[config.mk]
export PLATFORM = sky130hd
export DESIGN_NAME = regfile_wb_arbiter
export DESIGN_NICKNAME = d
export VERILOG_FILES = /design/src/rtl/regfile_wb_arbiter_pkg.sv /design/src/rtl/regfile_wb_arbiter_wb_fifo.sv /design/src/rtl/regfile_wb_arbiter.sv
export SDC_FILE = /design/constraint.sdc
export NUM_CORES = 1
export LEC_CHECK = 0
export ABC_AREA = 1
export CAP_MARGIN = 30
export CORE_MARGIN = 2
export CORE_UTILIZATION = 49
export DETAILED_ROUTE_END_ITERATION = 12
export GPL_ROUTABILITY_DRIVEN = 0
export HOLD_SLACK_MARGIN = 0.06
export PLACE_DENSITY = 0.82
export SLEW_MARGIN = 5
export SYNTH_ARGS = -nofsm -noshare
export SYNTH_HDL_FRONTEND = slang
export SYNTH_SLANG_ARGS = --single-unit
[constraint.sdc]
create_clock -name clk -period 5.55 [get_ports clk]
set_clock_uncertainty 0.05 [all_clocks]
set_input_delay 1.11 -clock clk [delete_from_list [all_inputs] [get_ports clk]]
set_output_delay 1.11 -clock clk [all_outputs]
set_load 0.05 [all_outputs]
[src/rtl/regfile_wb_arbiter_pkg.sv]
// Shared definitions for the register-file writeback arbiter: register addressing,
// source encodings used for the round-robin last_grant, and a one-hot helper.
package regfile_wb_arbiter_pkg;

  localparam int unsigned REG_ADDR_W = 5;
  localparam int unsigned NUM_REGS   = 32;

  typedef enum logic {
    SRC_ALU = 1'b0,
    SRC_MEM = 1'b1
  } src_e;

  // One-hot register bit; x0 never produces a pending bit.
  function automatic logic [NUM_REGS-1:0] reg_bit(input logic [REG_ADDR_W-1:0] rd);
    return (rd == '0) ? '0 : (NUM_REGS'(1) << rd);
  endfunction

endpackage

[src/rtl/regfile_wb_arbiter_wb_fifo.sv]
// Per-source writeback FIFO holding {rd, data}; exposes head, full/empty and a
// per-entry valid+rd view so the top level can build the pending-write mask.
module regfile_wb_arbiter_wb_fifo
  import regfile_wb_arbiter_pkg::*;
#(
  parameter int unsigned N     = 32,
  parameter int unsigned DEPTH = 2
) (
  input  logic                          clk,
  input  logic                          rst,
  input  logic                          push,
  input  logic [REG_ADDR_W-1:0]         push_rd,
  input  logic [N-1:0]                  push_data,
  input  logic                          pop,
  output logic                          full,
  output logic                          empty,
  output logic [REG_ADDR_W-1:0]         head_rd,
  output logic [N-1:0]                  head_data,
  output logic [DEPTH-1:0]              entry_valid,
  output logic [DEPTH*REG_ADDR_W-1:0]   entry_rd
);

  localparam int unsigned AW = $clog2(DEPTH);
  localparam int unsigned PW = AW + 1;

  logic [PW-1:0]         wr_ptr;
  logic [PW-1:0]         rd_ptr;
  logic [PW-1:0]         count;
  logic [REG_ADDR_W-1:0] rd_mem   [DEPTH];
  logic [N-1:0]          data_mem [DEPTH];

  // Extra pointer MSB distinguishes full from empty when the low bits match.
  assign full  = (wr_ptr[PW-1] != rd_ptr[PW-1]) && (wr_ptr[AW-1:0] == rd_ptr[AW-1:0]);
  assign empty = (wr_ptr == rd_ptr);
  assign count = wr_ptr - rd_ptr;

  assign head_rd   = rd_mem[rd_ptr[AW-1:0]];
  assign head_data = data_mem[rd_ptr[AW-1:0]];

  always_ff @(posedge clk or posedge rst) begin
    if (rst) begin
      wr_ptr <= '0;
      rd_ptr <= '0;
    end else begin
      if (push && !full) begin
        wr_ptr <= wr_ptr + PW'(1);
      end
      if (pop && !empty) begin
        rd_ptr <= rd_ptr + PW'(1);
      end
    end
  end

  // Payload storage needs no reset: validity comes from the pointers.
  always_ff @(posedge clk) begin
    if (push && !full) begin
      rd_mem[wr_ptr[AW-1:0]]   <= push_rd;
      data_mem[wr_ptr[AW-1:0]] <= push_data;
    end
  end

  // A slot is live when its distance from the read pointer is below the count.
  always_comb begin
    entry_valid = '0;
    entry_rd    = '0;
    for (int i = 0; i < DEPTH; i++) begin
      logic [AW-1:0] offset;
      offset                                   = AW'(i) - rd_ptr[AW-1:0];
      entry_valid[i]                           = (PW'(offset) < count);
      entry_rd[i*REG_ADDR_W +: REG_ADDR_W]     = rd_mem[i];
    end
  end

endmodule

[src/rtl/regfile_wb_arbiter.sv]
// Round-robin arbiter sharing the register-file write port between ALU and load
// writebacks. Define ARB_PERF_CNT_EN to add the conflict_count performance counter.
module regfile_wb_arbiter
  import regfile_wb_arbiter_pkg::*;
#(
  parameter int unsigned N     = 32,
  parameter int unsigned DEPTH = 2
) (
  input  logic                  clk,
  input  logic                  rst,
  input  logic                  alu_valid,
  output logic                  alu_ready,
  input  logic [REG_ADDR_W-1:0] alu_rd,
  input  logic [N-1:0]          alu_data,
  input  logic                  mem_valid,
  output logic                  mem_ready,
  input  logic [REG_ADDR_W-1:0] mem_rd,
  input  logic [N-1:0]          mem_data,
  output logic [REG_ADDR_W-1:0] rf_rd,
  output logic [N-1:0]          rf_write_data,
  output logic                  rf_write_enable,
`ifdef ARB_PERF_CNT_EN
  output logic [31:0]           conflict_count,
`endif
  output logic [NUM_REGS-1:0]   pending_mask
);

  logic                        alu_full;
  logic                        alu_empty;
  logic [REG_ADDR_W-1:0]       alu_head_rd;
  logic [N-1:0]                alu_head_data;
  logic [DEPTH-1:0]            alu_entry_valid;
  logic [DEPTH*REG_ADDR_W-1:0] alu_entry_rd;

  logic                        mem_full;
  logic                        mem_empty;
  logic [REG_ADDR_W-1:0]       mem_head_rd;
  logic [N-1:0]                mem_head_data;
  logic [DEPTH-1:0]            mem_entry_valid;
  logic [DEPTH*REG_ADDR_W-1:0] mem_entry_rd;

  logic alu_push;
  logic mem_push;
  logic grant_alu;
  logic grant_mem;
  src_e last_grant;

  // Ready ignores a same-cycle pop; writes to x0 complete the handshake but are dropped.
  assign alu_ready = !alu_full && !rst;
  assign mem_ready = !mem_full && !rst;
  assign alu_push  = alu_valid && alu_ready && (alu_rd != '0);
  assign mem_push  = mem_valid && mem_ready && (mem_rd != '0);

  regfile_wb_arbiter_wb_fifo #(
    .N     (N),
    .DEPTH (DEPTH)
  ) u_alu_fifo (
    .clk         (clk),
    .rst         (rst),
    .push        (alu_push),
    .push_rd     (alu_rd),
    .push_data   (alu_data),
    .pop         (grant_alu),
    .full        (alu_full),
    .empty       (alu_empty),
    .head_rd     (alu_head_rd),
    .head_data   (alu_head_data),
    .entry_valid (alu_entry_valid),
    .entry_rd    (alu_entry_rd)
  );

  regfile_wb_arbiter_wb_fifo #(
    .N     (N),
    .DEPTH (DEPTH)
  ) u_mem_fifo (
    .clk         (clk),
    .rst         (rst),
    .push        (mem_push),
    .push_rd     (mem_rd),
    .push_data   (mem_data),
    .pop         (grant_mem),
    .full        (mem_full),
    .empty       (mem_empty),
    .head_rd     (mem_head_rd),
    .head_data   (mem_head_data),
    .entry_valid (mem_entry_valid),
    .entry_rd    (mem_entry_rd)
  );

  // Under contention the source that did not win last time goes next.
  assign grant_alu = !alu_empty && (mem_empty || (last_grant == SRC_MEM));
  assign grant_mem = !mem_empty && (alu_empty || (last_grant == SRC_ALU));

  always_comb begin
    rf_write_enable = 1'b0;
    rf_rd           = '0;
    rf_write_data   = '0;
    if (grant_alu) begin
      rf_write_enable = 1'b1;
      rf_rd           = alu_head_rd;
      rf_write_data   = alu_head_data;
    end else if (grant_mem) begin
      rf_write_enable = 1'b1;
      rf_rd           = mem_head_rd;
      rf_write_data   = mem_head_data;
    end
  end

  always_ff @(posedge clk or posedge rst) begin
    if (rst) begin
      last_grant <= SRC_MEM;
    end else if (grant_alu) begin
      last_grant <= SRC_ALU;
    end else if (grant_mem) begin
      last_grant <= SRC_MEM;
    end
  end

  // Pending-write mask covers queued entries only, never the current inputs.
  always_comb begin
    pending_mask = '0;
    for (int i = 0; i < DEPTH; i++) begin
      if (alu_entry_valid[i]) begin
        pending_mask = pending_mask | reg_bit(alu_entry_rd[i*REG_ADDR_W +: REG_ADDR_W]);
      end
      if (mem_entry_valid[i]) begin
        pending_mask = pending_mask | reg_bit(mem_entry_rd[i*REG_ADDR_W +: REG_ADDR_W]);
      end
    end
  end

`ifdef ARB_PERF_CNT_EN
  logic both_pending;

  assign both_pending = !alu_empty && !mem_empty;

  // Saturating count of cycles where both sources compete for the port.
  always_ff @(posedge clk or posedge rst) begin
    if (rst) begin
      conflict_count <= '0;
    end else if (both_pending && (conflict_count != 32'hFFFF_FFFF)) begin
      conflict_count <= conflict_count + 32'd1;
    end
  end
`endif

endmodule

; ---- Yosys cells after proc, flatten, opt, wreduce, memory -nomap -nowiden
; Memory sizes are Yosys's and may differ from the RTL's.
; Cells that the tools add are included.
[classes]
n_bitwise = 4
muxes = 20
n_reduce_logical = 28
addsub = 10
n_shift = 4
n_eq_ne = 6
magnitude_cmp = 4
[ops]
columns = cell, count
row1 = 2-to-1 mux 32 bit, 10
row2 = "left shift 1 x 5 -> 32 bit, first input constant", 4
row3 = bitwise OR 32 bit, 3
row4 = logical NOT 5 bit, 4
row5 = logical AND 1 bit, 14
row6 = 2-to-1 mux 5 bit, 2
row7 = nonzero test 5 bit, 2
row8 = "adder 2 x 1 -> 2 bit, second input constant", 4
row9 = < comparator 1 x 2 -> 1 bit, 4
row10 = 2-to-1 mux 1 bit, 8
row11 = logical NOT 1 bit, 5
row12 = == test 2 bit, 2
row13 = "subtractor 1 bit, first input constant", 4
row14 = subtractor 2 bit, 2
row15 = == test 1 bit, 2
row16 = logical OR 1 bit, 2
row17 = inequality test 1 bit, 2
row18 = nonzero test 2 bit, 1
row19 = NOT 1 bit, 1
[totals]
wordCells = 85
in_bits = 78
ff_bits = 9
memories = 4
ram_bits = 148
[memory_table]
columns = memory, words, width, rd, rd_ports_with_merged_regs, write_ports, line
row1 = u_alu_fifo.data_mem, 2, 32, 1, 0, 1, regfile_wb_arbiter_wb_fifo.sv:30  ; logic [N-1:0] data_mem [DEPTH];
row2 = u_mem_fifo.data_mem, 2, 32, 1, 0, 1, regfile_wb_arbiter_wb_fifo.sv:30
row3 = u_alu_fifo.rd_mem, 2, 5, 3, 0, 1, regfile_wb_arbiter_wb_fifo.sv:29  ; logic [REG_ADDR_W-1:0] rd_mem [DEPTH];
row4 = u_mem_fifo.rd_mem, 2, 5, 3, 0, 1, regfile_wb_arbiter_wb_fifo.sv:29

; ---- Logic depth before layout (Yosys ltp)
[depth]
ltp_word = 9
depth_mapped = 10

; ---- By module
; A second synthesis with hierarchy kept.
[hier_totals]
hier_cells = 960
hier_area_um2 = 8067.7
[modules_own_cells]
columns = mod, area_each_um2, instances, seq_area_each_um2, cells_each
row1 = regfile_wb_arbiter_wb_fifo, 2997.9, 2, 2322.2, 238
row2 = regfile_wb_arbiter, 2072.0, 1, 26.3, 484

; ---- Worst setup path after synthesis
; No wires, ideal clock.
[synth_timing]
path_kind = input to register
startpoint = input rst
endpoint = memory u_alu_fifo.data_mem[1][0], enable pin
setup_time_ps = 477
arrival_time_ps = 4121
setup_slack_ps = 901
path_buffers = 0
stages = 3
required_time_ps = 5023
cell_sequence = inv_1 nand2_1 nor3_1
[synth_between]
elab_chain_len = 7
[synth_rtl]
columns = element, line
row1 = from (decl), regfile_wb_arbiter.sv:10  ; input logic rst,
row2 = logical NOT 1 bit (no source line), -
row3 = logical AND 1 bit, regfile_wb_arbiter.sv:49  ; assign alu_ready = !alu_full && !rst;
row4 = logical AND 1 bit (2 in series), regfile_wb_arbiter.sv:51  ; assign alu_push = alu_valid && alu_ready && (alu_rd != '0);
row5 = logical AND 1 bit, regfile_wb_arbiter_wb_fifo.sv:56  ; if (push && !full) begin
row6 = 2-to-1 mux 1 bit, regfile_wb_arbiter_wb_fifo.sv:56
row7 = 2-to-1 mux 1 bit (implied by the code), regfile_wb_arbiter_wb_fifo.sv:58  ; data_mem[wr_ptr[AW-1:0]] <= push_data;
row8 = to (decl), regfile_wb_arbiter_wb_fifo.sv:30
; Every way passes these cells.

; ---- Final worst setup path
[layout_timing]
startpoint = register u_alu_fifo.rd_ptr[0]
endpoint = output pending_mask[6]
[layout_between]
elab_chain_len = 9
word_cells_on_any_way = 12
cone_classes = 3 x add/sub / 2 x order compare / 4 x mux / 3 x bitwise
[layout_rtl]
columns = element, line
row1 = from (decl), regfile_wb_arbiter_wb_fifo.sv:27  ; logic [PW-1:0] rd_ptr;
row2 = from (signal assigned), regfile_wb_arbiter_wb_fifo.sv:49  ; rd_ptr <= rd_ptr + PW'(1);
row3 = subtractor 2 bit / subtractor 1 bit (equally long branches), "regfile_wb_arbiter_wb_fifo.sv:35, regfile_wb_arbiter_wb_fifo.sv:68"
row4 = < comparator 1 x 2 -> 1 bit, regfile_wb_arbiter_wb_fifo.sv:69  ; entry_valid[i] = (PW'(offset) < count);
row5 = 2-to-1 mux 32 bit, regfile_wb_arbiter.sv:123  ; if (alu_entry_valid[i]) begin
row6 = bitwise OR 32 bit, regfile_wb_arbiter.sv:127  ; pending_mask = pending_mask | reg_bit(mem_entry_rd[i*REG_ADDR_W +: REG_ADDR_W]);
row7 = 2-to-1 mux 32 bit, regfile_wb_arbiter.sv:126  ; if (mem_entry_valid[i]) begin
row8 = bitwise OR 32 bit, regfile_wb_arbiter.sv:124  ; pending_mask = pending_mask | reg_bit(alu_entry_rd[i*REG_ADDR_W +: REG_ADDR_W]);
row9 = 2-to-1 mux 32 bit (*), regfile_wb_arbiter.sv:123
row10 = bitwise OR 32 bit, regfile_wb_arbiter.sv:127
row11 = 2-to-1 mux 32 bit (*), regfile_wb_arbiter.sv:126
row12 = to (decl), regfile_wb_arbiter.sv:25  ; output logic [NUM_REGS-1:0] pending_mask
; Mark *: on every way between the ends. The rest lies on a longest branch, timed or not.

==> flow_metrics.env <==
export IMPL_outcome="complete, no violations"
export IMPL_cts_tree="built"
export IMPL_endpoint_kind="output pin"
export IMPL_reg2reg_slack_ns=2.29
export IMPL_cts_root_buf="clkbuf_16"
export IMPL_final_hold_violation_count=0
export IMPL_grt_setup_unrepaired="no"
export IMPL_cp_arrival_ns=3.80
export IMPL_synth_cells=785
export IMPL_hp_start="u_mem_fifo.rd_ptr[1]$_DFFE_PP0P_"
export IMPL_hold_buffers=0
export IMPL_timing_fmax_ghz=0.202
export IMPL_crit_required_ns=4.39
export IMPL_dr_pass1_iters=6
export IMPL_initial_core_util=0.505
export IMPL_port_buffer_count=148
export IMPL_seq_area_sq_um=4670
export IMPL_finalSetupViolCount=0
export IMPL_period_minus_slack_ns=4.96
export IMPL_drt_wirelength_per_cell_um=17.3
export IMPL_yosysWarnings=0
export IMPL_drcViolationCount=0
export IMPL_netlist_area_sq_um=8090
export IMPL_path_cells="buf_4, ha_1, inv_1, ha_1, nor2_1, nor2_1, inv_1, nor2_1, nor2_1, nand3_1, clkdlybuf4s50_1"
export IMPL_clkLatencyLatePin_ns=0.41
export IMPL_drt_total_wl_mm=19.9
export IMPL_worst_path_largest_cell_delay_ns=0.80
export IMPL_area_growth_pct=24.7
export IMPL_cts_resized=0
export IMPL_clkSinkCount=157
export IMPL_dp_hpwl_mm=13.3
export IMPL_final_setup_tns_ns=0
export IMPL_synth_edf_count=148
export IMPL_yosysTopAreaCellShare=0.550
export IMPL_r2r_end="u_mem_fifo.data_mem[0][7]$_DFFE_PP_"
export IMPL_numCtsBuffers=17
export IMPL_path_max_fanout=46
export IMPL_cp_slowest_cell="clkdlybuf4s50_1"
export IMPL_ant_nets=0
export IMPL_worstSetupPathType="reg -> out"
export IMPL_h_tree_depth=4
export IMPL_n_antenna_cell=0
export IMPL_maxSlewHeadroom=0.408
export IMPL_antenna_found_initial=0
export IMPL_cts_max_path_buffers=2
export IMPL_ys_top_cells_by_area="edfxtp_1, nand2_1, o21ai_2"
export IMPL_drt_iter0_markers=927
export IMPL_grt_overflow=0
export IMPL_start_kind="register"
export IMPL_chipHeight_um=132
export IMPL_grt_usage=0.230
export IMPL_r2r_start="u_mem_fifo.rd_ptr[0]$_DFFE_PP0P_"
export IMPL_top_level_ports=150
export IMPL_num_nets_final=1001
export IMPL_r2r_cells=9
export IMPL_viasPerCell=5.53
export IMPL_async_flop_share=0.0573
export IMPL_hold_end="u_mem_fifo.rd_ptr[1]$_DFFE_PP0P_"
export IMPL_cts_clk_slew_worst_paths_ns=0.06
export IMPL_multi_input_comb_area_sq_um=2990
export IMPL_synthTopCellsByCount="nand2_1, edfxtp_1, nor2_1"
export IMPL_cts_setup_buffers=0
export IMPL_synth_cell_types=31
export IMPL_drive_gt1_frac=0.186
export IMPL_grt_max_degree=47
export IMPL_first_global_vias=6207
export IMPL_yosysSeqAreaShare=0.578
export IMPL_num_rows=46
export IMPL_holdPathStages=2
export IMPL_synth_most_common_cell="nand2_1"
export IMPL_fillers=1281
export IMPL_max_slew_worst_pin_slew_ns=0.884
export IMPL_die_width_um=132
export IMPL_hp_class="reg -> reg"
export IMPL_coreArea_sq_um=16000
export IMPL_grt_pass1_wl_mm=31.5
export IMPL_synth_top_area_cell="edfxtp_1"
export IMPL_ys_ff_latch=157
export IMPL_syn_nets=869
export IMPL_die_area_sq_um=17500
export IMPL_num_vias=6343
export IMPL_slew_viol_final=0
export IMPL_min_period_over_period=0.894
export IMPL_dominantRegCellSynth="edfxtp_1"
export IMPL_critPathMostFrequentCell="nor2_1"
export IMPL_syn_area_per_cell_sq_um=10.3
export IMPL_maxCapViolCount=0
-- how the worst max path moves through the flow --
stage                                startpoint                                   to  slack, ns
2_1_floorplan                               rst  u_alu_fifo.data_mem[1][0]$_DFFE_PP_       0.90
6_report       u_alu_fifo.rd_ptr[0]$_DFFE_PP0P_                      pending_mask[6]       0.59
4_1_cts        u_alu_fifo.rd_ptr[0]$_DFFE_PP0P_                     pending_mask[27]       0.60
5_1_grt        u_alu_fifo.rd_ptr[0]$_DFFE_PP0P_                     pending_mask[27]       0.33
3_3_place_gp   u_alu_fifo.rd_ptr[0]$_DFFE_PP0P_                     pending_mask[22]       1.13
3_5_place_dp   u_alu_fifo.rd_ptr[0]$_DFFE_PP0P_                     pending_mask[27]       1.06
-- worst max-delay path: cells and delay by family (launching register included) --
kind | cells | cell delay, ns
and+or+nand+nor | 5 | 1.01
buffers and inverters | 4 | 1.55
DFF | 1 | 0.33
adders and majority gates | 2 | 0.50
-- routing by layer --
layer,GRT usage,vias to the layer above,share of wire
met4,0.121,0,0.041
met1,0.276,2930,0.39
met3,0.0533,72,0.076
met2,0.386,337,0.49
met5,0,-,0
li1,-,3004,-
-- sequential cells by signal, summed over array words and instances, names as in the netlist --
register,flops
last_grant,1
u_alu_fifo.data_mem,64
u_alu_fifo.rd_mem,10
u_alu_fifo.rd_ptr,2
u_alu_fifo.wr_ptr,2
u_mem_fifo.data_mem,64
u_mem_fifo.rd_mem,10
u_mem_fifo.rd_ptr,2
u_mem_fifo.wr_ptr,2
-- stage by stage --
stage	std cells	cell area, sq um	setup slack (ns)	hold WS (ns)	util
after global placement	1113	9550	1.13	0.472	0.597
after global routing	1146	10100	0.331	0.550	0.630
after floorplan	785	8090	0.901	0.453	-
final	1146	10100	0.589	0.521	0.630
after CTS	1146	10100	0.597	0.508	0.630
after detailed placement	1114	9550	1.06	0.491	0.597
-- cells by family after synthesis --
| group | Yosys count | synth area share |
|---|---|---|
| adder cells (fa/ha/maj) | 6 | 0.00928 |
| buffers and inverters | 88 | 0.0539 |
| other | 1 | 0.000464 |
| XOR/XNOR | 4 | 0.00433 |
| AND/OR/NAND/NOR | 432 | 0.257 |
| AO/OA/AOI/OAI | 65 | 0.0574 |
| flip-flops | 157 | 0.578 |
| multiplexers | 32 | 0.0396 |
-- cell usage in the layout, fill, tap and decap left out, types with 13 or more instances in the layout --
| master | netlist | routed |
|---|---|---|
| a21oi_1 | 13 | 13 |
| buf_4 | 2 | 48 |
| clkbuf_16 | 0 | 17 |
| clkdlybuf4s50_1 | 0 | 110 |
| edfxtp_1 | 148 | 148 |
| inv_1 | 30 | 28 |
| inv_2 | 13 | 13 |
| mux2i_1 | 32 | 32 |
| nand2_1 | 205 | 205 |
| nand3_1 | 50 | 50 |
| nand3_2 | 30 | 30 |
| nand4_1 | 46 | 46 |
| nor2_1 | 75 | 75 |
| o21ai_0 | 14 | 14 |
| o21ai_2 | 37 | 37 |
-- cell type report --
type,count,area share
Clock buffer,19,0.0429
Clock inverter,13,0.00919
Inverter,43,0.0160
Multi-Input combinational cell,540,0.297
Sequential cell,157,0.464
Tap cell,216,0.0268
Timing Repair Buffer,158,0.145
Power is not shown: default switching activity piles up to over one toggle a cycle in this logic, so the estimate is an artifact.
==> RTL edit 1: new RTL, config.mk and constraints unchanged <==
`REG_ADDR_W`: 5 -> 6.
--- a/src/rtl/regfile_wb_arbiter_pkg.sv
+++ b/src/rtl/regfile_wb_arbiter_pkg.sv
@@ -4,3 +4,3 @@
 
-  localparam int unsigned REG_ADDR_W = 5;
+  localparam int unsigned REG_ADDR_W = 6;
   localparam int unsigned NUM_REGS   = 32;
Interface: changed (resized alu_rd, mem_rd and rf_rd); port bits go from 150 to 153. The function was not compared with the original's and may differ.
==> RTL edit 1 against the original RTL <==
Cell area rose by 8.2%. Sequential share of layout area fell by 2.4 points. Worst setup slack improved by 0.086 ns. Wire length rose by 9.1%. Sequential cell count rose by 4. Global-route usage rose by 1.2 points. Synthesized area rose by 4.7%.
==> RTL edit 1: results (changes against the original RTL) <==
Leak = 4.22 nW
slowest cell on the critical path = nand3_2
ant diodes = 0 (unchanged)
Synth warnings = 0 (unchanged)
Via density = 5.58 (+0.89%)
Crit Path Max Fanout = 46 (unchanged)
largest net degree at the start of global routing = 49 (+4.3%)
first-pass GRT wire length = 34200 um (+8.7%)
DP HPWL = 15300 um (+15%)
Worst-path clk slew = 0.06 ns (about the same)
Post-synth EDFFs = 152 (+2.7%)
number of global-route vias before repair = 6637 (+6.9%)
input/output buffers = 151 (+2.0%)
nets@finish = 1101 (+10%)
Synth Flop Type = edfxtp_1
Max Buffers Root-to-Sink = 2 (unchanged)
status = finished, final reports clean
GRT Overall Usage = 0.242 (+0.0124)
H-tree level count = 4 (unchanged)
TritonRoute pass-1 iters = 7 (+1)
Commonest cells post-synth = 214 x nand2_1, 174 x nor2_1, 152 x edfxtp_1
Fill cells = 1315 (+2.7%)
ys async rst share = 0.0559 (-0.00142)
total CTS buffers = 17 (unchanged)
post_cts resized = 0 (unchanged)
Worst Max-Slew Pin Slew = 0.916 ns (+0.0311 ns)
Worst path max stage delay = 0.71 ns (-0.09 ns)
class of the worst hold path = reg -> reg
clock root cell = clkbuf_16
register area share after synthesis = 0.566 (-0.0119)
initial antenna violation count = 0 (unchanged)
worst-skew pair later-pin latency = 0.41 ns (about the same)
Routed WL = 21700 um (+9.1%)
Mapped Nets = 980 (+13%)
share of layout cells above drive strength 1 = 0.157 (-0.0294)
ranking of synthesized cells by area = edfxtp_1 54%, nand2_1 9.5%, nor2_1 7.7%
worst vdd ir = 0.000831 V
critical path arrival = 3.72 ns (-0.08 ns)
Synth cell types = 29 (-6.5%)
First DRT Iteration DRCs = 628 (-32%)
[RTL edit 1: stage by stage]
step,cell area [sq um],total power (W),setup slack [ns],utilization,cells
finish,10900,0.00788,0.675,0.637,1253
floorplan,8470,0.00482,1.49,-,894
global route,10900,0.00823,0.390,0.637,1253
detailed placement,10300,0.00676,1.07,0.603,1221
global placement,10300,0.00668,1.16,0.600,1219
CTS,10900,0.00793,0.606,0.637,1253
[RTL edit 1: layout make-up]
type	count	area, sq um	area share
sequential	161	4790	0.439
multi-input combinational	633	3160	0.290
timing repair buffer	159	1930	0.177
clock buffer	19	433	0.0397
tap	225	282	0.0258
inverter	43	161	0.0148
clock inverter	13	151	0.0139
[RTL edit 1: where the power goes]
group	total, W	switching [W]	internal (W)	leakage, nW
logic	0.00507	0.00315	0.00192	2.45
registers	0.00167	0.000110	0.00156	1.50
clock network	0.00114	0.000469	0.000672	0.282
[RTL edit 1: cell families (layout without fill, tap and decap cells)]
group | Yosys count | count (layout) | share of synthesized area
DFF | 161 | 161 | 0.566
and+or+nand+nor | 537 | 537 | 0.272
AOI/OAI and AO/OA | 53 | 53 | 0.0482
muxes | 32 | 32 | 0.0378
other | 1 | 1 | 0.000443
adders and majority gates | 6 | 6 | 0.00887
xor gates and xnor gates | 4 | 4 | 0.00414
buffers and inverters | 100 | 234 | 0.0628
[RTL edit 1: worst max-delay path: cells and delay by family (launching register included)]
| family | cells | cell delay (ns) |
|---|---|---|
| flip-flops | 1 | 0.33 |
| AO/OA/AOI/OAI | 1 | 0.36 |
| buffers and inverters | 3 | 0.77 |
| adder cells (fa/ha/maj) | 1 | 0.34 |
| AND/OR/NAND/NOR | 3 | 1.46 |
[RTL edit 1: routing by layer]
layer / part of all wire / GRT usage / vias up
met3: 0.097 / 0.0565 / 51
li1: - / - / 3291
met4: 0.029 / 0.0891 / 0
met2: 0.48 / 0.411 / 400
met1: 0.39 / 0.304 / 3255
met5: 0 / 0 / -
[RTL edit 1: worst paths after layout]
kind                            cells after the start            startpoint  slack, ns                    to
worst max-delay path                                8  u_alu_fifo.rd_ptr[0]       0.67     rf_write_data[14]
worst min-delay path                                2            last_grant       0.50            last_grant
worst max register to register                      8  u_alu_fifo.rd_ptr[0]       2.34  u_mem_fifo.rd_ptr[1]
worst min register to register                      2            last_grant       0.50            last_grant
max in group asynchronous                           2                   rst       4.20            last_grant
min in group asynchronous                           2                   rst       0.93  u_alu_fifo.wr_ptr[1]
==> RTL edit 2: new RTL, same flow settings <==
Without the edit above. The option `ARB_PERF_CNT_EN` is turned on by a define.
--- a/src/rtl/regfile_wb_arbiter.sv
+++ b/src/rtl/regfile_wb_arbiter.sv
@@ -2,2 +2,4 @@
 // writebacks. Define ARB_PERF_CNT_EN to add the conflict_count performance counter.
+`define ARB_PERF_CNT_EN
+
 module regfile_wb_arbiter
Behaviour (old outputs only; new: conflict_count): unchanged (Yosys induction, for registers that start in step).
==> RTL edit 2 against the original RTL <==
Critical path depth did not move. Maximum frequency rose by 15%. Synthesized area rose by 21%. First-iteration DRC count rose by 0.97%. Count of clock-buffer cells in the layout fell by 1. Wire length rose by 37%. Sequential cell count rose by 32. Cell area rose by 27%. Die area rose by 20%. Worst setup slack improved by 0.66 ns. Largest cell class unchanged.
==> RTL edit 2: results (changes against the original RTL) <==
critical path arrival = 3.14 ns (-0.66 ns)
grt met3 use = 0.0567 (+0.00348)
ys async rst share = 0.217 (+0.160)
Commonest cells post-synth = 562 x nand2_1, 148 x edfxtp_1, 101 x nor2_1
GR Layer Usage met1 = 0.323 (+0.0468)
setup slack, reg-to-reg = 2.49 ns (+0.20 ns)
Crit Path Max Fanout = 45 (-2.2%)
First DRT Iteration DRCs = 936 (+0.97%)
Routed WL = 27200 um (+37%)
Leak = 5.40 nW
Hold Path Stages = 1 (-1)
TritonRoute pass-1 iters = 8 (+2)
critical path endpoint = pending_mask[5]
input/output buffers = 180 (+22%)
Hold Crit Endpoint = u_alu_fifo.rd_ptr[1]
status = finished, final reports clean
Post-synth EDFFs = 148 (unchanged)
Hold Startpoint = u_alu_fifo.rd_ptr[1]
met2 GRT Util = 0.434 (+0.0481)
Worst path max stage delay = 0.45 ns (-0.35 ns)
DP Worst Slack = 1.80 ns (+0.738 ns)
slowest cell on the critical path = nor2_1
Fill cells = 1534 (+20%)
DP HPWL = 19000 um (+44%)
Inst Count DP = 1596 (+43%)
first-pass GRT wire length = 43000 um (+37%)
Worst slew margin = 0.467 (+0.0585)
Mapped Nets = 1270 (+46%)
worst-skew pair later-pin latency = 0.43 ns (+0.02 ns)
Tmin final = 4.30 ns (-0.660 ns)
nets@finish = 1435 (+43%)
Avg Cell Area, Syn = 8.27 sq um (-20%)
register area share after synthesis = 0.559 (-0.0191)
Crit Reg-Reg Endpoint = u_mem_fifo.data_mem[1][15]
ranking of synthesized cells by area = edfxtp_1 45%, nand2_1 22%, dfrtp_1 10%
GRT Overall Usage = 0.255 (+0.0257)
non-filler cells, final = 1628 (+42%)
share of layout cells above drive strength 1 = 0.108 (-0.0782)
Via density = 5.40 (-2.5%)
number of global-route vias before repair = 8381 (+35%)
Synth cell types = 33 (+6.5%)
critical path startpoint = u_mem_fifo.rd_ptr[0]
largest net degree at the start of global routing = 46 (-2.1%)
-- RTL edit 2: cell count changes after synthesis, moves of 20 or more --
cell and change:
clkbuf_1 +26, dfrtp_1 +32, inv_1 +39, mux2i_1 -32, nand2_1 +357, nand3_2 -30
nor2_1 +26, o21ai_0 +20, o21ai_2 -37
-- RTL edit 2: layer usage --
| metal | vias up | share of wire |
|---|---|---|
| met5 | - | 0 |
| met2 | 501 | 0.49 |
| met3 | 76 | 0.090 |
| li1 | 4200 | - |
| met4 | 0 | 0.028 |
| met1 | 4009 | 0.40 |
-- RTL edit 2: metrics by stage --
stage	instance area [sq um]	hold WS, ns
global placement	12100	0.433
finish	12800	0.473
detailed placement	12200	0.445
CTS	12800	0.470
floorplan	9800	0.412
global route	12800	0.479
-- RTL edit 2: cell type report --
type | instances | area (sq um) | share of cell area
clock inverter | 14 | 191 | 0.0149
inverter | 76 | 285 | 0.0223
clock buffer | 18 | 429 | 0.0335
tap | 265 | 332 | 0.0259
timing repair buffer | 190 | 2240 | 0.175
sequential | 189 | 5470 | 0.427
multi-input combinational | 876 | 3870 | 0.302
-- RTL edit 2: report_power, final --
| group | total [W] | switching, W | internal [W] |
|---|---|---|---|
| sequential | 0.00194 | 0.000152 | 0.00179 |
| clock | 0.00125 | 0.000596 | 0.000657 |
| combinational | 0.00558 | 0.00361 | 0.00197 |
| total | 0.00877 | 0.00436 | 0.00441 |
-- RTL edit 2: cell families after synthesis --
logic type	synth area share
AO/OA/AOI/OAI	0.0379
XOR/XNOR	0.0179
adder cells (fa/ha/maj)	0.00894
buffers and inverters	0.0496
flip-flops	0.559
other	0.000383
AND/OR/NAND/NOR	0.327
